$ cat config.mk
export PLATFORM = sky130hd
export DESIGN_NAME = ahbl_master_arbiter
export DESIGN_NICKNAME = d
export VERILOG_FILES = /design/src/rtl/ahbl_master_arbiter.sv
export SDC_FILE = /design/constraint.sdc
export NUM_CORES = 1
export LEC_CHECK = 0
export ABC_AREA = 0
export CAP_MARGIN = 10
export CORE_AREA = 8 8 123 125
export CTS_BUF_LIST = sky130_fd_sc_hd__clkbuf_16
export DETAILED_ROUTE_END_ITERATION = 12
export DIE_AREA = 0 0 131 133
export DONT_BUFFER_PORTS = 1
export PLACE_DENSITY = 0.33
export SYNTH_ARGS = -nofsm -noshare
export SYNTH_HDL_FRONTEND = slang
export SYNTH_SLANG_ARGS = --single-unit
$ cat constraint.sdc
create_clock -name HCLK -period 2.1 [get_ports HCLK]
set_input_delay 0.315 -clock HCLK [delete_from_list [all_inputs] [get_ports HCLK]]
set_output_delay 0.315 -clock HCLK [all_outputs]
set_load 0.005 [all_outputs]
$ cat src/rtl/ahbl_master_arbiter.sv
// ahbl_master_arbiter: two-master AHB-Lite arbiter with data-phase routing and stall counter.
// Define ARB_PARK_M0_EN to park the grant back on M0 whenever both masters are idle.
module ahbl_master_arbiter #(
    parameter int CNT_W = 16
) (
    input  logic             HCLK,
    input  logic             HRESETn,
    input  logic [31:0]      M0_HADDR,
    input  logic [1:0]       M0_HTRANS,
    input  logic [2:0]       M0_HSIZE,
    input  logic             M0_HWRITE,
    input  logic [31:0]      M0_HWDATA,
    output logic             M0_HREADY,
    output logic [31:0]      M0_HRDATA,
    input  logic [31:0]      M1_HADDR,
    input  logic [1:0]       M1_HTRANS,
    input  logic [2:0]       M1_HSIZE,
    input  logic             M1_HWRITE,
    input  logic [31:0]      M1_HWDATA,
    output logic             M1_HREADY,
    output logic [31:0]      M1_HRDATA,
    output logic [31:0]      HADDR,
    output logic [1:0]       HTRANS,
    output logic [2:0]       HSIZE,
    output logic             HWRITE,
    output logic [31:0]      HWDATA,
    input  logic             HREADY,
    input  logic [31:0]      HRDATA,
    output logic             ARB_OWNER,
    output logic [CNT_W-1:0] ARB_STALL_CNT,
    input  logic             ARB_CNT_CLR
);
    logic             addr_owner, data_owner;
    logic [CNT_W-1:0] stall_cnt;
    logic             own_req, other_req, switch_en, park_en;

    always_comb begin
        own_req   = addr_owner ? M1_HTRANS[1] : M0_HTRANS[1];
        other_req = addr_owner ? M0_HTRANS[1] : M1_HTRANS[1];
        // only hand over once the owner's IDLE is accepted, so it has no pending data phase
        switch_en = HREADY && !own_req && other_req;
`ifdef ARB_PARK_M0_EN
        park_en   = HREADY && addr_owner && !M0_HTRANS[1] && !M1_HTRANS[1];
`else
        park_en   = 1'b0;
`endif
    end

    assign HADDR         = addr_owner ? M1_HADDR  : M0_HADDR;
    assign HTRANS        = addr_owner ? M1_HTRANS : M0_HTRANS;
    assign HSIZE         = addr_owner ? M1_HSIZE  : M0_HSIZE;
    assign HWRITE        = addr_owner ? M1_HWRITE : M0_HWRITE;
    assign HWDATA        = data_owner ? M1_HWDATA : M0_HWDATA;
    assign M0_HREADY     = addr_owner ? !M0_HTRANS[1] : HREADY;
    assign M1_HREADY     = addr_owner ? HREADY : !M1_HTRANS[1];
    assign M0_HRDATA     = HRDATA;
    assign M1_HRDATA     = HRDATA;
    assign ARB_OWNER     = addr_owner;
    assign ARB_STALL_CNT = stall_cnt;

    always_ff @(posedge HCLK or negedge HRESETn) begin
        if (!HRESETn) begin
            addr_owner <= 1'b0;
            data_owner <= 1'b0;
            stall_cnt  <= '0;
        end else begin
            if (HREADY) data_owner <= addr_owner;
            if (switch_en) addr_owner <= !addr_owner;
            else if (park_en) addr_owner <= 1'b0;
            // wait states freeze the counter along with the rest of the arbiter state
            if (ARB_CNT_CLR) stall_cnt <= '0;
            else if (HREADY && other_req && stall_cnt != '1) stall_cnt <= stall_cnt + 1'b1;
        end
    end
endmodule
Word-level counts from Yosys, hierarchy flattened
Index checks and enable logic that the tools add are counted.
Cells by class
  add/subtract/negate cells: 1
  equality and inequality tests: 1
  multiplexer cells: 11
  reductions and logical operators: 9
Operators with widths (number)
  $mux 32: 2
  $mux 16: 2
  $add 16x1->16 const B: 1
  $ne 16x16->1 const B: 1
  $mux 1: 5
  $logic_and 1x1->1: 4
  $logic_not 1->1: 4
  $mux 3: 1
  $mux 2: 1
  $reduce_bool 2->1: 1
Word-level totals
  flip-flop bits (word level): 18
  bits of input ports: 176
  output and inout port bits: 153
  logic and storage cells: 25

Longest topological paths before layout
Gate-level depths: netlist (run 1).
  word-level depth: 5
  mapped depth: 6
  depth with buffers taken out: 5

Worst setup path before layout (run 1)
OpenSTA, ideal clock, no wires.
  path type: reg2reg
  start: reg stall_cnt[0], in the netlist ARB_STALL_CNT[0]
  end: reg stall_cnt[10], in the netlist ARB_STALL_CNT[10]
  arrival: 1.860 ns
  path slack: 0.162 ns
  cell stages (with the launch flop): 7
  cell sequence: dfrtp_1 > ha_1 > nand3_1 > or4b_1 > clkbuf_1 > or4_1 > a21oi_1
On the way
  longest elaborated chain between the ends: 3
  elaborated cells between the ends (all ways): 6
  those cells by class: 1 x add/sub; 1 x eq/ne; 2 x mux; 2 x reduce/logical
RTL lines
  from (decl): line 34  | logic [CNT_W-1:0] stall_cnt;
  from (signal assigned): line 72  | else if (HREADY && other_req && stall_cnt != '1) stall_cnt <= stall_cnt + 1'b1;
  $add 16x1->16 / $ne 16x16->1 (equally long branches): line 72
  $mux 16 / $logic_and 1x1->1 (equally long branches): line 72
  $mux 16 / $reduce_bool 2->1 (equally long branches)
Parallel ways exist; a longest one is shown, timed or not. The select of a mux whose other input is x is not followed.
A chain may end at the register's enable or synchronous reset.

Final worst setup path (run 1)
Ends and elaborated chain as after synthesis.

==> qor.csv, run 1 <==
metric,value,unit
mux contribution to synthesized area,0.365,
setup violators final,0,
Initial Util,0.183,
clock skew,0.00336,ns
vias post-DR,1784,
"Reg clk slew, reported paths",0.06,ns
antenna violations before repair,3,
RSZ-0062 raised after global routing,no,
crit share post-route,0.932,
Fin. Hold Viols,0,
area share of fa/ha/maj cells after synthesis,0.00523,
Post-Syn Nets,440,
last weighted congestion value of the routability-driven placer,0.763,
worst hold path class,in2reg,
routed len/inst,27.2,µm
CP Cell Sequence,"ha_1, nand3_1, or4b_4, or4_1, a21oi_1",
vias in the first global route,1899,
worst stage delay on the critical path,0.59,ns
layout cells sized above 1,0.469,
Max Cap Viol,0,
largest net degree at the start of global routing,45,
clk root buf,clkbuf_16,
setup_tns,0,ns
Async SR Flop Fraction,1.00,
peak supply drop,0.233,mV
CP Capture Type,register,
Pleak,0.000803,µW
nets,385,
CP required,2.27,ns
compound-cell area share of the yosys netlist,0.0810,
Routed WL,10.5,mm
Netlist cell types,34,
Pwr Density,528,nW/µm²
Synth area leaders,"mux2_2 35%, buf_4 20%, dfrtp_1 19%, nor3_1 1.9%, clkbuf_1 1.7%",
HPWL Detailed,9.20,mm
Post-Synthesis Cells,263,
Fmax,511,MHz
Fin Hold WS,0.123,ns
startpoint types,register,
All-Layer GR Usage,0.102,
largest area contributor in the netlist,mux2_2,
Slew headroom,0.388,
CTS tree,yes,
via/cell ratio,4.65,
Clock Path Buffers,2,
critical path type,reg2reg,
DR pass1 iterations,4,
Setup Buffers After CTS,0,
Layout area overhead,-4.34,%
ys flop type,dfrtp_1,
largest family of logic cells by synthesized area,multiplexers,
CTS Buf Count,3,
Initial DRC Count,31,
register area share after synthesis,0.188,
Die H,133,µm
I/O Buffers,0,
Core Rows,42,
fin crit period,1.96,ns
top-count cell post-synth,mux2_2,
clock latency on the worst-skew pair,0.25,ns
Worst EP arrival,2.13,ns
area of the die,17400,µm²
I/O pin count,329,
Routed Antenna Nets,0,
Congestion Overflow GR,0,
Seq cells post-synth,18,
Crit Path Max Fanout,6,
first-pass GRT wire length,13.5,mm
Synth top area share,0.353,
"Slew Viols, Final",0,
Clock Sinks,18,
H-tree depth,1,
Post-Synth Simple-Gate Area,0.125,
status,"finished, final reports clean",
mean area per synthesized cell,9.10,µm²
commonest cells in the synthesized netlist,"75 x mux2_2, 65 x buf_4, 18 x dfrtp_1",
die width,131,µm
Filler Cell Count,1445,
Post-Synth XOR/XNOR Area,0,
DRC,0,
post-synthesis cell area,2390,µm²
number of synthesized flops with an enable pin,0,
Core Area,13100,µm²
CP max stage cell,or4b_4,
Slew @ Worst Pin,0.916,ns
synth warn,0,
routing by layer:
layer / GRT usage / share of wire / vias to the layer above
met5: 0 / 0.0027 / -
met2: 0.189 / 0.52 / 157
met4: 0.0198 / 0.0076 / 4
li1: - / - / 784
met1: 0.0962 / 0.32 / 826
met3: 0.0562 / 0.15 / 13
placed cells by master (no fill, tap or decap), types with 3 or more instances in the layout:
cell and count:
nand3_1 8, buf_4 16, nor4_1 4, or3_1 3
o31ai_1 4, nand2b_1 3, o21ai_0 3, or4_1 3
inv_1 7, a32oi_1 3, mux2_2 75, nor3_1 9
clkbuf_16 3, a21oi_1 7, nor2b_1 4, dfrtp_1 17
nand2_1 6, mux2i_1 3, nor2_1 8
power by group:
group	switching (µW)	internal, µW
Sequential	8.63	360
Clock	139	253
Combinational	224	225
Total	372	838
metrics by stage:
stage	area (µm²)	total power, µW	utilization	setup slack, ns	instances
floorplan	2390	835	-	0.162	263
global route	2290	1260	0.175	0.0472	384
finish	2290	1210	0.175	0.143	384
detailed placement	2190	822	0.168	0.0928	378
CTS	2280	1240	0.175	0.0632	383
global placement	2190	826	0.168	0.123	378
kinds of logic after synthesis:
kind of cell / after synthesis
buffers and inverters: 83
multiplexers: 78
AND/OR/NAND/NOR: 55
AO/OA/AOI/OAI: 28
flip-flops: 18
adder cells (fa/ha/maj): 1
registers in the layout, summed over array words and instances (netlist names):
signal         flops
ARB_STALL_CNT     16
data_owner         1
ARB_OWNER          1
final cells by class:
cell class	count	area (µm²)	area share
timing repair buffer	17	130	0.0568
inverter	6	22.5	0.00984
sequential	18	452	0.197
clock inverter	1	3.75	0.00164
clock buffer	3	75.1	0.0328
tap	176	220	0.0962
antenna	1	2.50	0.00109
multi-input combinational	162	1380	0.604
worst max-delay path, delay by kind of cell, from the launching register on:
family	cells	cell delay [ns]
AO/OA/AOI/OAI	1	0.16
adder cells (fa/ha/maj)	1	0.21
flip-flops	1	0.35
AND/OR/NAND/NOR	3	1.16
final timing paths:
check / start / endpoint / slack, ns / cells past startpoint
min in group asynchronous: HRESETn / ARB_STALL_CNT[4] / 0.64 / 1
max reg2reg: ARB_STALL_CNT[0] / ARB_STALL_CNT[10] / 0.14 / 5
min reg2reg: data_owner / data_owner / 0.53 / 1
max: ARB_STALL_CNT[0] / ARB_STALL_CNT[10] / 0.14 / 5
min: ARB_CNT_CLR / ARB_STALL_CNT[13] / 0.12 / 1
max in group asynchronous: HRESETn / ARB_OWNER / 0.83 / 1
what timing repair did:
action / 4_1_cts / 5_1_grt
endpoints found under the hold margin: 18 / 0
gates resized for setup: 0 / 1
hold buffers: 1 / 0
endpoints found under the setup margin: 0 / 2
No activity file was read; power rests on OpenSTA's default activity.
==> run 2: changes to the inputs <==
CORE_AREA = 8 8 120 122   (was 8 8 123 125)
DIE_AREA = 0 0 128 130   (was 0 0 131 133)
PLACE_DENSITY = 0.34   (was 0.33)
==> run 2 against run 1 <==
Worst setup slack improved by 0.016 ns. Final cell count down 1.3%. Critical path type unchanged. Fmax up 0.80%. Hold slack better by 0.0029 ns. Clock skew decreased by 0.0015 ns. Global-route usage about the same. Cell area down 0.33%. Non-clock buffer count unchanged.
==> qor.csv, run 2 (synthesis results as in run 1) <==
metric,value,unit
critical path type,reg2reg,
setup_tns,0,ns
antenna cells,0,
Congestion Overflow GR,0,
Slew headroom,0.393,
Routed Antenna Nets,0,
startpoint types,register,
GRT busiest layer,met2,
All-Layer GR Usage,0.102,
DR pass1 iterations,4,
global routing met3 resource utilization,0.0449,
largest net degree at the start of global routing,43,
RSZ-0062 raised after global routing,no,
routed len/inst,26.4,µm
last weighted congestion value of the routability-driven placer,0.742,
clk root buf,clkbuf_16,
status,"finished, final reports clean",
die width,128,µm
area of the die,16600,µm²
"Slew Viols, Final",0,
layout cells sized above 1,0.469,
"Reg clk slew, reported paths",0.05,ns
Clock Path Buffers,2,
HPWL Detailed,8.76,mm
"leading cell type in the layout, fill and taps excluded",mux2_2,
clock latency on the worst-skew pair,0.25,ns
Filler Cell Count,1382,
Largest register FFs,16,
I/O pin count,329,
Final Power,1210,µW
Initial Util,0.193,
first-pass GRT wire length,13.1,mm
vias in the first global route,1774,
Pleak,0.000803,µW
met1 GRT Util,0.113,
clock skew,0.00183,ns
Layout area overhead,-4.65,%
DRC,0,
Initial DRC Count,55,
CP required,2.28,ns
Die H,130,µm
CTS Buf Count,3,
H-tree depth,1,
I/O Buffers,0,
Fin. Hold Viols,0,
Routed WL,10.0,mm
peak supply drop,0.280,mV
Fmax,515,MHz
fin util,0.184,
CP Capture Type,register,
via/cell ratio,4.58,
Core Rows,41,
Crit Path Max Fanout,6,
Pwr Density,528,nW/µm²
CTS tree,yes,
antenna violations before repair,0,
setup violators final,0,
Slew @ Worst Pin,0.908,ns
Max Cap Viol,0,
nets,385,
routing usage on met2,0.178,
Clock Sinks,18,
crit share post-route,0.925,
"commonest cells after routing, fill and taps aside","75 x mux2_2, 17 x dfrtp_1, 16 x buf_4",
Core Area,12400,µm²
Worst EP arrival,2.12,ns
fin crit period,1.94,ns
worst hold path class,in2reg,
vias post-DR,1735,
Setup Buffers After CTS,0,
## run 2: changes by cell type in the layout (fill, tap and decap cells not counted), sizes merged
cell,previous run,this run
diode,1,0
## run 2: metrics by stage
| step | cell area, µm² | hold slack [ns] | cells | setup slack, ns |
|---|---|---|---|---|
| after CTS | 2280 | 0.119 | 379 | 0.0856 |
| after floorplan | 2390 | 0.0194 | 263 | 0.162 |
| final | 2280 | 0.126 | 379 | 0.158 |
| after global placement | 2190 | 0.0202 | 374 | 0.113 |
| after global routing | 2280 | 0.120 | 379 | 0.0308 |
| after detailed placement | 2190 | 0.0202 | 374 | 0.105 |
## run 2: final cells by class
cell class / instances / area [µm²] / area share
Timing Repair Buffer: 17 / 130 / 0.0570
Tap cell: 172 / 215 / 0.0943
Inverter: 6 / 22.5 / 0.00987
Clock buffer: 3 / 75.1 / 0.0329
Sequential cell: 18 / 452 / 0.198
Multi-Input combinational cell: 162 / 1380 / 0.606
Clock inverter: 1 / 3.75 / 0.00164
## run 2: critical path, cell delays in order (launching register included)
cell and delay, ns:
dfrtp_1 0.35, ha_1 0.22, nand3_1 0.15, or4b_4 0.59, or4_1 0.41, a21oi_1 0.15
## run 2: power breakdown
| part | switching (µW) | total (µW) | internal, µW |
|---|---|---|---|
| logic | 221 | 446 | 224 |
| registers | 9.49 | 370 | 360 |
| clock network | 137 | 390 | 253 |
## run 2: final timing paths
path                             startpoint                 to  slack, ns  cells past startpoint
min in group asynchronous           HRESETn   ARB_STALL_CNT[1]       0.64                      1
max in group asynchronous           HRESETn          ARB_OWNER       0.84                      1
max reg2reg                ARB_STALL_CNT[0]  ARB_STALL_CNT[10]       0.16                      5
min                             ARB_CNT_CLR  ARB_STALL_CNT[13]       0.13                      1
min reg2reg                      data_owner         data_owner       0.52                      1
max                        ARB_STALL_CNT[0]  ARB_STALL_CNT[10]       0.16                      5
## run 2: layer usage
| layer | part of all wire | vias up |
|---|---|---|
| li1 | - | 779 |
| met1 | 0.34 | 812 |
| met2 | 0.53 | 135 |
| met3 | 0.12 | 9 |
| met4 | 0.0072 | 0 |
| met5 | 0 | - |
## run 2: timing repair
item,in CTS,in global routing
hold endpoints to repair,18,0
hold buffers,1,0
setup endpoints to repair,0,2
resized for setup,0,2
==> run 3: changes to the inputs <==
RECOVER_POWER = 25   (was not set)
clock period = 2.5 ns   (was 2.1 ns; I/O delays follow)
==> run 3 against run 2 <==
Sequential share of layout area grew 0.92 points. Non-clock buffer count fell by 13. Worst setup slack better by 0.23 ns. Critical path depth is the same. Combinational power fell by 20%. Clock skew up 0.0011 ns. Core utilization decreased by 0.82 points. Clock-buffer cell count stayed put. Fmax down 8.3%. Final cell count shrank 3.4%. Largest cell class unchanged. Highest routed layer unchanged.
==> qor.csv, run 3 (synthesis results as in run 1) <==
metric,value,unit
Clock Sinks,18,
routed len/inst,26.6,µm
"commonest cells after routing, fill and taps aside","75 x mux2_2, 17 x dfrtp_1, 9 x nor3_1",
All-Layer GR Usage,0.0991,
antenna cells,0,
Area after DPL,2090,µm²
layout cells sized above 1,0.428,
Filler Cell Count,1385,
CP Capture Type,register,
setup_tns,0,ns
clock latency on the worst-skew pair,0.25,ns
status,"finished, final reports clean",
Crit Reg-Reg Startpoint,ARB_STALL_CNT[0],
Crit Path Max Fanout,6,
Hold Path End,ARB_STALL_CNT[15],
antenna violations before repair,0,
reg2reg setup slack,0.38,ns
Setup Buffers After CTS,0,
via/cell ratio,4.63,
I/O pin count,329,
Fmax,472,MHz
first-pass GRT wire length,12.6,mm
CTS Hold Bufs,1,
DR pass1 iterations,4,
setup violators final,0,
Layout area overhead,-8.89,%
clock skew,0.00297,ns
Initial Util,0.193,
vias post-DR,1695,
Slew @ Worst Pin,0.889,ns
Clock Path Buffers,2,
Routed Antenna Nets,0,
Hold Crit Start,ARB_CNT_CLR,
Largest register FFs,16,
I/O Buffers,0,
fin crit period,2.12,ns
RSZ-0062 raised after global routing,no,
CTS tree,yes,
Fin. Hold Viols,0,
R2R cell count,5,
cts repair resizes,0,
Initial DRC Count,49,
Pleak,0.000732,µW
HPWL Detailed,8.54,mm
nets,372,
Place WS,0.402,ns
Congestion Overflow GR,0,
CP required,2.61,ns
peak supply drop,0.270,mV
startpoint types,register,
"leading cell type in the layout, fill and taps excluded",mux2_2,
"Reg clk slew, reported paths",0.05,ns
Finished Cell Area,2180,µm²
Die H,130,µm
critical path type,reg2reg,
DRC,0,
Routed WL,9.75,mm
Core Rows,41,
clk root buf,clkbuf_16,
worst hold path class,in2reg,
die width,128,µm
Pwr Density,456,nW/µm²
Slew headroom,0.405,
Max Cap Viol,0,
Critical path origin,ARB_STALL_CNT[0],
Worst EP arrival,2.23,ns
RR Endpoint,ARB_STALL_CNT[12],
H-tree depth,1,
area of the die,16600,µm²
Inst Count DP,361,
last weighted congestion value of the routability-driven placer,0.716,
vias in the first global route,1739,
crit share post-route,0.847,
Min-Delay Path Depth,1,
Core Area,12400,µm²
CTS Buf Count,3,
"Slew Viols, Final",0,
largest net degree at the start of global routing,45,
final cell count without fillers,366,
Final Power,995,µW
fin worst setup slack,0.383,ns
[run 3: cell count changes in the layout (fill, tap and decap cells not counted), sizes merged]
cell    before  now
inv          7    6
clkinv       0    1
buf         16    3
[run 3: area by class of cell]
cell class | count | area (µm²) | area share
timing repair buffer | 4 | 32.5 | 0.0149
multi-input combinational | 162 | 1380 | 0.633
inverter | 6 | 22.5 | 0.0103
sequential | 18 | 452 | 0.207
tap | 172 | 215 | 0.0987
clock buffer | 3 | 75.1 | 0.0344
clock inverter | 1 | 3.75 | 0.00172
[run 3: worst max path at each step]
stage / end / slack (ns) / depth (start not counted)
floorplan: ARB_STALL_CNT[10] / 0.56 / 6
global placement: ARB_STALL_CNT[10] / 0.42 / 5
detailed placement: ARB_STALL_CNT[10] / 0.40 / 5
CTS: ARB_STALL_CNT[10] / 0.38 / 5
global route: ARB_STALL_CNT[12] / 0.24 / 5
finish: ARB_STALL_CNT[12] / 0.38 / 5
[run 3: worst max-delay path: stages, from the launching register on]
cell      delay, ns
dfrtp_1        0.44
ha_1           0.24
nand3_1        0.14
or4b_1         0.65
o311ai_0       0.39
o41ai_1        0.13
[run 3: stage by stage]
step | utilization | hold slack [ns]
after floorplan | - | 0.0794
after global placement | 0.169 | 0.0801
after detailed placement | 0.169 | 0.0801
after CTS | 0.176 | 0.181
after global routing | 0.176 | 0.181
final | 0.176 | 0.190
[run 3: power breakdown]
| part | switching [µW] | leakage [µW] | internal (µW) |
|---|---|---|---|
| registers | 12.0 | 0.000242 | 303 |
| clock network | 110 | 0.0000385 | 213 |
| logic | 178 | 0.000451 | 179 |
[run 3: per-layer routing]
layer	part of all wire	GRT usage
met3	0.12	0.0473
met4	0.0075	0.0210
met2	0.53	0.173
met5	0	0
met1	0.34	0.107
